--- config.mk ---
export PLATFORM = sky130hd
export DESIGN_NAME = uart_tx_queue
export DESIGN_NICKNAME = d
export VERILOG_FILES = /design/src/rtl/uart_tx_queue.sv
export SDC_FILE = /design/constraint.sdc
export NUM_CORES = 1
export LEC_CHECK = 0
export CORE_MARGIN = 2
export CORE_UTILIZATION = 30
export CTS_CLUSTER_DIAMETER = 150
export DETAILED_ROUTE_END_ITERATION = 16
export PLACE_DENSITY = 0.57
export SETUP_SLACK_MARGIN = 0.3
export SYNTH_ARGS = -nofsm -noshare
export SYNTH_HDL_FRONTEND = slang
export SYNTH_SLANG_ARGS = --single-unit
--- constraint.sdc ---
create_clock -name clk -period 3.8 [get_ports clk]
set_clock_uncertainty 0.1 [all_clocks]
set_input_delay 0.76 -clock clk [delete_from_list [all_inputs] [get_ports clk]]
set_output_delay 0.76 -clock clk [all_outputs]
set_load 0.005 [all_outputs]
--- src/rtl/uart_tx_queue.sv ---
// uart_tx_queue: byte FIFO feeding the UART transmitter.
// Producers push up to one byte per clock. A four-state launcher pops one byte
// at a time into uart_tx through the start_tx / data_tx / idle_ready_tx handshake.
// Optional build macro UART_TXQ_OVERFLOW_EN adds a sticky overflow flag
// (output overflow) and its clear input (input ovf_clr).
module uart_tx_queue #(
    parameter int DEPTH_LOG2 = 4,
    parameter int DATA_WIDTH = 8
) (
    input  logic                  clk,
    input  logic                  rst,
    input  logic                  wr_en,
    input  logic [DATA_WIDTH-1:0] wr_data,
    input  logic                  flush,
    output logic                  full,
    output logic                  empty,
    output logic [DEPTH_LOG2:0]   count,
    input  logic                  idle_ready_tx,
    output logic                  start_tx,
    output logic [DATA_WIDTH-1:0] data_tx
`ifdef UART_TXQ_OVERFLOW_EN
    ,
    output logic                  overflow,
    input  logic                  ovf_clr
`endif
);

    localparam int DEPTH = 1 << DEPTH_LOG2;
    localparam logic [DEPTH_LOG2:0]   CNT_FULL = (DEPTH_LOG2+1)'(DEPTH);
    localparam logic [DEPTH_LOG2:0]   CNT_ZERO = (DEPTH_LOG2+1)'(1'b0);
    localparam logic [DEPTH_LOG2:0]   CNT_ONE  = (DEPTH_LOG2+1)'(1'b1);
    localparam logic [DEPTH_LOG2-1:0] PTR_ZERO = DEPTH_LOG2'(1'b0);
    localparam logic [DEPTH_LOG2-1:0] PTR_ONE  = DEPTH_LOG2'(1'b1);
    localparam logic [DATA_WIDTH-1:0] DATA_ZERO = DATA_WIDTH'(1'b0);

    typedef enum logic [1:0] {
        ST_IDLE      = 2'd0,
        ST_LAUNCH    = 2'd1,
        ST_WAIT_BUSY = 2'd2,
        ST_WAIT_DONE = 2'd3
    } state_t;

    logic [DATA_WIDTH-1:0] mem_r [DEPTH];
    logic [DEPTH_LOG2-1:0] wr_ptr_r;
    logic [DEPTH_LOG2-1:0] rd_ptr_r;
    state_t                state_r;
    logic                  push_s;
    logic                  launch_s;
`ifdef UART_TXQ_OVERFLOW_EN
    logic                  drop_s;
`endif

    assign full  = (count == CNT_FULL);
    assign empty = (count == CNT_ZERO);

    // Decide push, launch (pop) and drop for this cycle; flush suppresses all of them.
    always_comb begin
        push_s   = 1'b0;
        launch_s = 1'b0;
`ifdef UART_TXQ_OVERFLOW_EN
        drop_s   = 1'b0;
`endif
        if (flush) begin
            push_s   = 1'b0;
            launch_s = 1'b0;
        end else begin
            push_s   = wr_en & ~full;
            launch_s = (state_r == ST_IDLE) & ~empty & idle_ready_tx;
`ifdef UART_TXQ_OVERFLOW_EN
            drop_s   = wr_en & full;
`endif
        end
    end

    // Storage array; contents need no reset because count gates every read.
    always_ff @(posedge clk) begin
        if (push_s) begin
            mem_r[wr_ptr_r] <= wr_data;
        end
    end

    // Pointer and occupancy bookkeeping; a flush drops everything not yet launched.
    always_ff @(posedge clk or posedge rst) begin
        if (rst) begin
            wr_ptr_r <= PTR_ZERO;
            rd_ptr_r <= PTR_ZERO;
            count    <= CNT_ZERO;
        end else if (flush) begin
            rd_ptr_r <= wr_ptr_r;
            count    <= CNT_ZERO;
        end else begin
            if (push_s) begin
                wr_ptr_r <= wr_ptr_r + PTR_ONE;
            end
            if (launch_s) begin
                rd_ptr_r <= rd_ptr_r + PTR_ONE;
            end
            case ({push_s, launch_s})
                2'b10:   count <= count + CNT_ONE;
                2'b01:   count <= count - CNT_ONE;
                default: count <= count;
            endcase
        end
    end

    // Launcher: one-cycle start pulse, then wait for the transmitter to go busy and idle again.
    always_ff @(posedge clk or posedge rst) begin
        if (rst) begin
            state_r  <= ST_IDLE;
            start_tx <= 1'b0;
            data_tx  <= DATA_ZERO;
        end else begin
            case (state_r)
                ST_IDLE: begin
                    if (launch_s) begin
                        start_tx <= 1'b1;
                        data_tx  <= mem_r[rd_ptr_r];
                        state_r  <= ST_LAUNCH;
                    end else begin
                        start_tx <= 1'b0;
                    end
                end
                ST_LAUNCH: begin
                    start_tx <= 1'b0;
                    state_r  <= ST_WAIT_BUSY;
                end
                ST_WAIT_BUSY: begin
                    // Do not trust idle_ready_tx until the transmitter has dropped it once.
                    start_tx <= 1'b0;
                    if (!idle_ready_tx) begin
                        state_r <= ST_WAIT_DONE;
                    end
                end
                ST_WAIT_DONE: begin
                    start_tx <= 1'b0;
                    if (idle_ready_tx) begin
                        state_r <= ST_IDLE;
                    end
                end
                default: begin
                    start_tx <= 1'b0;
                    state_r  <= ST_IDLE;
                end
            endcase
        end
    end

`ifdef UART_TXQ_OVERFLOW_EN
    // Sticky overflow flag; a new drop wins over a simultaneous clear.
    always_ff @(posedge clk or posedge rst) begin
        if (rst) begin
            overflow <= 1'b0;
        end else if (drop_s) begin
            overflow <= 1'b1;
        end else if (ovf_clr) begin
            overflow <= 1'b0;
        end
    end
`endif

endmodule

==> impl_metrics.toml, run 1 <==
[outcome]
status = "completed"

[yosys]
synthTopCellsByArea = "edfxtp_1 61%, mux4_2 11%, dfrtp_1 9.5%, mux2i_1 2.8%, ha_1 2.4%"
synth_cell_types = 45
ys_seq_elements = 152
synth.top_cell.area_share_pct = 60.5
synth-edff-count = 128
syn-instance-count = 350
ys_seq_area_share_pct = 70.0
netlist.top_cell.by_area = "edfxtp_1"
synthTopCellsByCount = "128 x edfxtp_1, 32 x mux4_2, 24 x dfrtp_1"
synth_nets = 376
yosysMostFrequentCell = "edfxtp_1"
syn_area_per_cell_sq_um = 18.1
async_reset_ff_share_pct = 15.8
synth_flop_cell = "edfxtp_1"
syn_area_sq_um = 6350
ys_warn_count = 0

[placement]
post-place-ws_ns = 0.455
gp_congestion = 0.796
port_buffers = 28
hpwl_mm = 7.93

[setup_path]
cp-start-kind = "flop"
ff2ff_path_depth = 11
r2r_slack_ns = 0.87
path_max_fanout = 7
r2r-end = "count[3]"
r2r-start = "count[0]"
setup.worst_path.end_class = "output pin"
crit_required_ns = 2.94
cp_data_arrival_time_ns = 2.23
worstSetupPathType = "flop to output pin"

[timing]
final_max_slew_viol_count = 0
rsz0062_at_grt = "false"
worst_pin_slew_ns = 0.977
relSlewSlack_pct = 34.8
layout_setup_ws_ns = 0.710
finalCritPeriodShare_pct = 81.3
fmax_ghz = 0.324
setup_violations = 0
hold_viol = 0
period_minus_slack_ns = 3.09
setup_tns_ns = 0

[routing]
wl_per_cell_microns = 18.2
routed_wl_mm = 12.4
vias = 3193
drcViolationCount = 0
firstDrtPassIters = 4
via_per_inst = 4.67
drt_iter0_drc = 195
detail-route-antenna-nets = 0

[power]
p_sw_w = 0.00149
sequentialPowerShare_pct = 44.7
clkPwrFrac_pct = 29.8
power_density_nw_per_um2 = 665
p_leak_nw = 2.55
p_int_w = 0.00353
swShare_pct = 29.6
p_comb_share_pct = 25.6
ir_drop_uv = 310

[die]
die_h_microns = 149
die_width_microns = 149
die_area_sq_um = 22300
core_area_sq_um = 20900
rows = 53
start_util_pct = 30.4
boundaryPins = 29

[global_routing]
grt_first_pass_wirelength_mm = 19.2
grt_pass1_vias = 3376
grtUsageMet1_pct = 16.0
grt_max_degree = 34
antenna_found_initial = 0
track_usage_pct = 11.9
globalRouteOverflowTotal = 0
grt_util_met2_pct = 18.8
globalRoute.busiestLayer = "met2"
use_met3_pct = 3.48

[cells_and_area]
diodes = 0
nNetsFinal = 421
area_delta_synth_final_pct = 18.8
drive_gt1_share_pct = 22.8

[clock_tree]
htreeDepth = 4
clk_pin_slew_ns = 0.06
clockBufferDepth = 2
postCtsSetupBuffers = 0
postCtsHoldBufs = 0
post_cts_resized = 0
cts_tree = "yes"
numCtsBuffers = 17
insertion_delay_ns = 0.42
cts_root_buffer = "clkbuf_16"
clock-sinks = 152

[worst_hold_path]
hold_path_depth = 2
min-delay-start = "data_tx[0]"
holdPathEnd = "data_tx[0]"
hold_path.class = "flop to flop"

[run]
maxCapViolCount = 0
-- state kept, by name, indices dropped and copies added (netlist names) --
register,cells
mem_r,128
data_tx,8
count,5
rd_ptr_r,4
wr_ptr_r,4
state_r,2
start_tx,1
-- stage by stage --
stage	instance area (sq um)	utilization [%]	std cells	power (W)	hold slack [ns]
2_1_floorplan	6350	-	350	0.00311	0.380
3_3_place_gp	7010	33.6	651	0.00355	0.400
3_5_place_dp	7010	33.6	651	0.00357	0.388
4_1_cts	7540	36.1	683	0.00508	0.418
5_1_grt	7540	36.1	683	0.00529	0.452
6_report	7540	36.1	683	0.00502	0.417
-- worst max-delay path, stage by stage, from the launching register on --
cell and delay, ns:
dfrtp_1 0.45, nor4_2 0.65, nand2_1 0.12, inv_1 0.10, clkdlybuf4s50_1 0.50
-- power by group through the flow --
stage	sequential [W]	clock (W)	combinational [W]
floorplan	0.00210	0	0.00101
global placement	0.00227	0	0.00128
detailed placement	0.00228	0	0.00129
CTS	0.00225	0.00153	0.00131
global route	0.00228	0.00161	0.00140
finish	0.00224	0.00149	0.00128
-- final cells by class --
type / count / area [sq um]
fill: 1959 / 13300
sequential: 152 / 4450
multi-input combinational: 167 / 1780
clock buffer: 21 / 450
timing repair buffer: 42 / 385
tap: 275 / 344
clock inverter: 11 / 80.1
inverter: 15 / 56.3
-- worst max path at each step --
| stage | from | end | cells after the start |
|---|---|---|---|
| 2_1_floorplan | count[0] | count[3] | 11 |
| 3_3_place_gp | flush | count[3] | 10 |
| 3_5_place_dp | flush | count[3] | 10 |
| 4_1_cts | count[0] | full | 4 |
| 5_1_grt | count[0] | full | 4 |
| 6_report | count[0] | full | 4 |
-- metal layers --
metal	wire length, microns	vias up
li1	-	1467
met1	5730	1645
met2	5900	69
met3	654	12
met4	142	0
met5	0	-
-- cell families (layout without fill, tap and decap cells) --
group           Yosys count  in the layout  share of synthesized area [%]
simple gates             65             65                           5.74
xor+xnor                  7              7                          0.966
buf+inv                  31             89                           1.97
fa+ha+maj                13             13                           2.68
mux                      56             56                           15.5
compound gates           26             26                           3.15
flops                   152            152                           70.0
-- placed cells by master (no fill, tap or decap), types with 5 or more instances in the layout --
master and n:
and2_1 9, buf_4 14, clkbuf_16 17, clkdlybuf4s50_1 28, dfrtp_1 22, edfxtp_1 128, ha_1 12, inv_1 14
mux2i_1 18, mux4_2 32, nand2_1 18, nor2_1 8, nor3_1 8, o21ai_0 10, o221ai_1 8, xnor2_1 5
Note: power is estimated with default switching activity, not from simulation.
==> inputs of run 2 (changes only) <==
- clock period: 3.8 -> 2.87 ns (I/O delays scaled with it)
==> run 2 against run 1 <==
Total power rose by 38%. Die area did not move. Critical endpoint is now count[3]. Sequential power grew 27%. Non-clock buffer count increased by 20. Cell count grew 2.5%. Critical path depth up 7. Count of clock-buffer cells in the layout fell by 4. Sequential cell count unchanged.
==> impl_metrics.toml, run 2 (same netlist as run 1, synthesis figures left out) <==
[die]
die_width_microns = 149
die_h_microns = 149
core_area_sq_um = 20900
rows = 53
die_area_sq_um = 22300
boundaryPins = 29
start_util_pct = 30.4

[clock_tree]
postCtsHoldBufs = 0
cts_tree = "yes"
htreeDepth = 4
insertion_delay_ns = 0.41
cts_root_buffer = "clkbuf_16"
clockBufferDepth = 2
clk_pin_slew_ns = 0.06
numCtsBuffers = 17
clock-sinks = 152

[global_routing]
grt_max_degree = 35
grtUsageMet1_pct = 15.9
globalRoute.busiestLayer = "met2"
use_met3_pct = 2.99
grt_pass1_vias = 3411
grt_first_pass_wirelength_mm = 19.7
globalRouteOverflowTotal = 0
grt_util_met2_pct = 19.7
antenna_found_initial = 0
track_usage_pct = 12.0

[placement]
gp_congestion = 0.784
post-place-ws_ns = 0.0828
hpwl_mm = 8.09
port_buffers = 28

[timing]
setup_tns_ns = 0
final_max_slew_viol_count = 0
worst_pin_slew_ns = 0.633
holdWs_ns = 0.416
setup_violations = 0
hold_viol = 0
finalCritPeriodShare_pct = 88.1
relSlewSlack_pct = 57.8
fmax_ghz = 0.396
period_minus_slack_ns = 2.53
layout_setup_ws_ns = 0.342
rsz0062_at_grt = "true"

[routing]
routed_wl_mm = 12.7
wl_per_cell_microns = 18.1
drt_iter0_drc = 183
detail-route-antenna-nets = 0
vias = 3323
firstDrtPassIters = 4
drcViolationCount = 0
via_per_inst = 4.75

[setup_path]
slowest_stage = "or4_4"
cpLargestDelayFamily = "simple AND/OR/NAND/NOR gates"
worstSetupPathType = "flop to flop"
crit_required_ns = 3.06
slowest_delay_ns = 0.59
cp-start-kind = "flop"
cp_data_arrival_time_ns = 2.72
setup.worst_path.end_class = "flop"
worst-path-buf-inv = 1
path_max_fanout = 3
path_cells = "or4_4, nor2_8, nor3_4, o21ai_2, inv_2, ha_4, a21o_1, a21oi_2, xor2_1, nor2_1, mux2_4"

[cells_and_area]
diodes = 0
largest_reg_flops = 128
reg_top3 = "mem_r x128, data_tx x8, count x5"
fillCellCount = 1940
layout_commonest_cell = "edfxtp_1"
drive_gt1_share_pct = 28.2
largest-register = "mem_r"
area_delta_synth_final_pct = 23.8
fin_util_pct = 37.6
final_cell_mix = "128 x edfxtp_1, 32 x mux4_2, 27 x buf_4, 26 x clkdlybuf4s50_1, 22 x dfrtp_1"
nNetsFinal = 441

[power]
clkPwrFrac_pct = 30.4
ir_drop_uv = 431
p_sw_w = 0.00202
p_comb_share_pct = 28.7
power_density_nw_per_um2 = 884
p_int_w = 0.00493
sequentialPowerShare_pct = 40.9
swShare_pct = 29.1
p_leak_nw = 2.70

[worst_hold_path]
hold_path.class = "flop to flop"

[outcome]
status = "completed"

[run]
maxCapViolCount = 0
==> run 2: cell types whose count changed in the layout (fill, tap and decap cells not counted), sizes merged, moves of 2 or more <==
cell | previous run | this run
buf | 14 | 34
clkbuf | 21 | 17
clkinvlp | 4 | 1
bufinv | 0 | 2
clkdlybuf4s50 | 28 | 26
dlygate4sd2 | 0 | 2
==> run 2: worst register-to-register path: cells and delay by family, from the launching register on <==
family / cells / cell delay (ns)
and+or+nand+nor: 4 / 0.85
xor gates and xnor gates: 1 / 0.15
buffers and inverters: 1 / 0.09
AOI/OAI and AO/OA: 3 / 0.37
DFF: 1 / 0.38
adders and majority gates: 1 / 0.21
muxes: 1 / 0.27
==> run 2: path summary, 6_finish.rpt <==
check                      startpoint          to  slack (ns)  depth (start not counted)
hold reg to reg            data_tx[5]  data_tx[5]        0.42                          2
setup reg to reg             count[0]    count[3]        0.34                         11
min in group asynchronous         rst    start_tx        0.43                          3
hold / removal             data_tx[5]  data_tx[5]        0.42                          2
setup / recovery             count[0]    count[3]        0.34                         11
max in group asynchronous         rst    count[2]        1.96                          3
==> run 2: what timing repair did <==
action,in CTS,in global routing
pin swaps,3,2
resized for setup,8,2
setup buffers,2,2
setup endpoints to repair,4,2
cloned,0,0
==> run 2: metrics by stage <==
step / cells / instance area (sq um) / total power, W
after global placement: 667 / 7240 / 0.00481
final: 700 / 7860 / 0.00695
after global routing: 700 / 7860 / 0.00731
after CTS: 698 / 7820 / 0.00701
after floorplan: 350 / 6370 / 0.00414
after detailed placement: 667 / 7240 / 0.00486
==> run 2: per-layer routing <==
| layer | up-vias | part of all wire [%] |
|---|---|---|
| met5 | - | 0 |
| met4 | 0 | 1.1 |
| met3 | 13 | 3.8 |
| met2 | 60 | 50 |
| met1 | 1750 | 46 |
| li1 | 1500 | - |
==> run 2: power groups by stage <==
stage	Clock (W)	Sequential, W	Combinational [W]
finish	0.00211	0.00284	0.00199
global route	0.00225	0.00287	0.00218
CTS	0.00216	0.00284	0.00201
detailed placement	0	0.00288	0.00198
global placement	0	0.00287	0.00193
floorplan	0	0.00278	0.00135
==> run 2: final cells by class <==
cell class	count	area, sq um	share of cell area (%)
Sequential cell	152	4450	56.6
Inverter	15	56.3	0.717
Multi-Input combinational cell	167	1830	23.3
Clock buffer	17	425	5.41
Clock inverter	12	130	1.66
Timing Repair Buffer	62	621	7.90
Tap cell	275	344	4.38
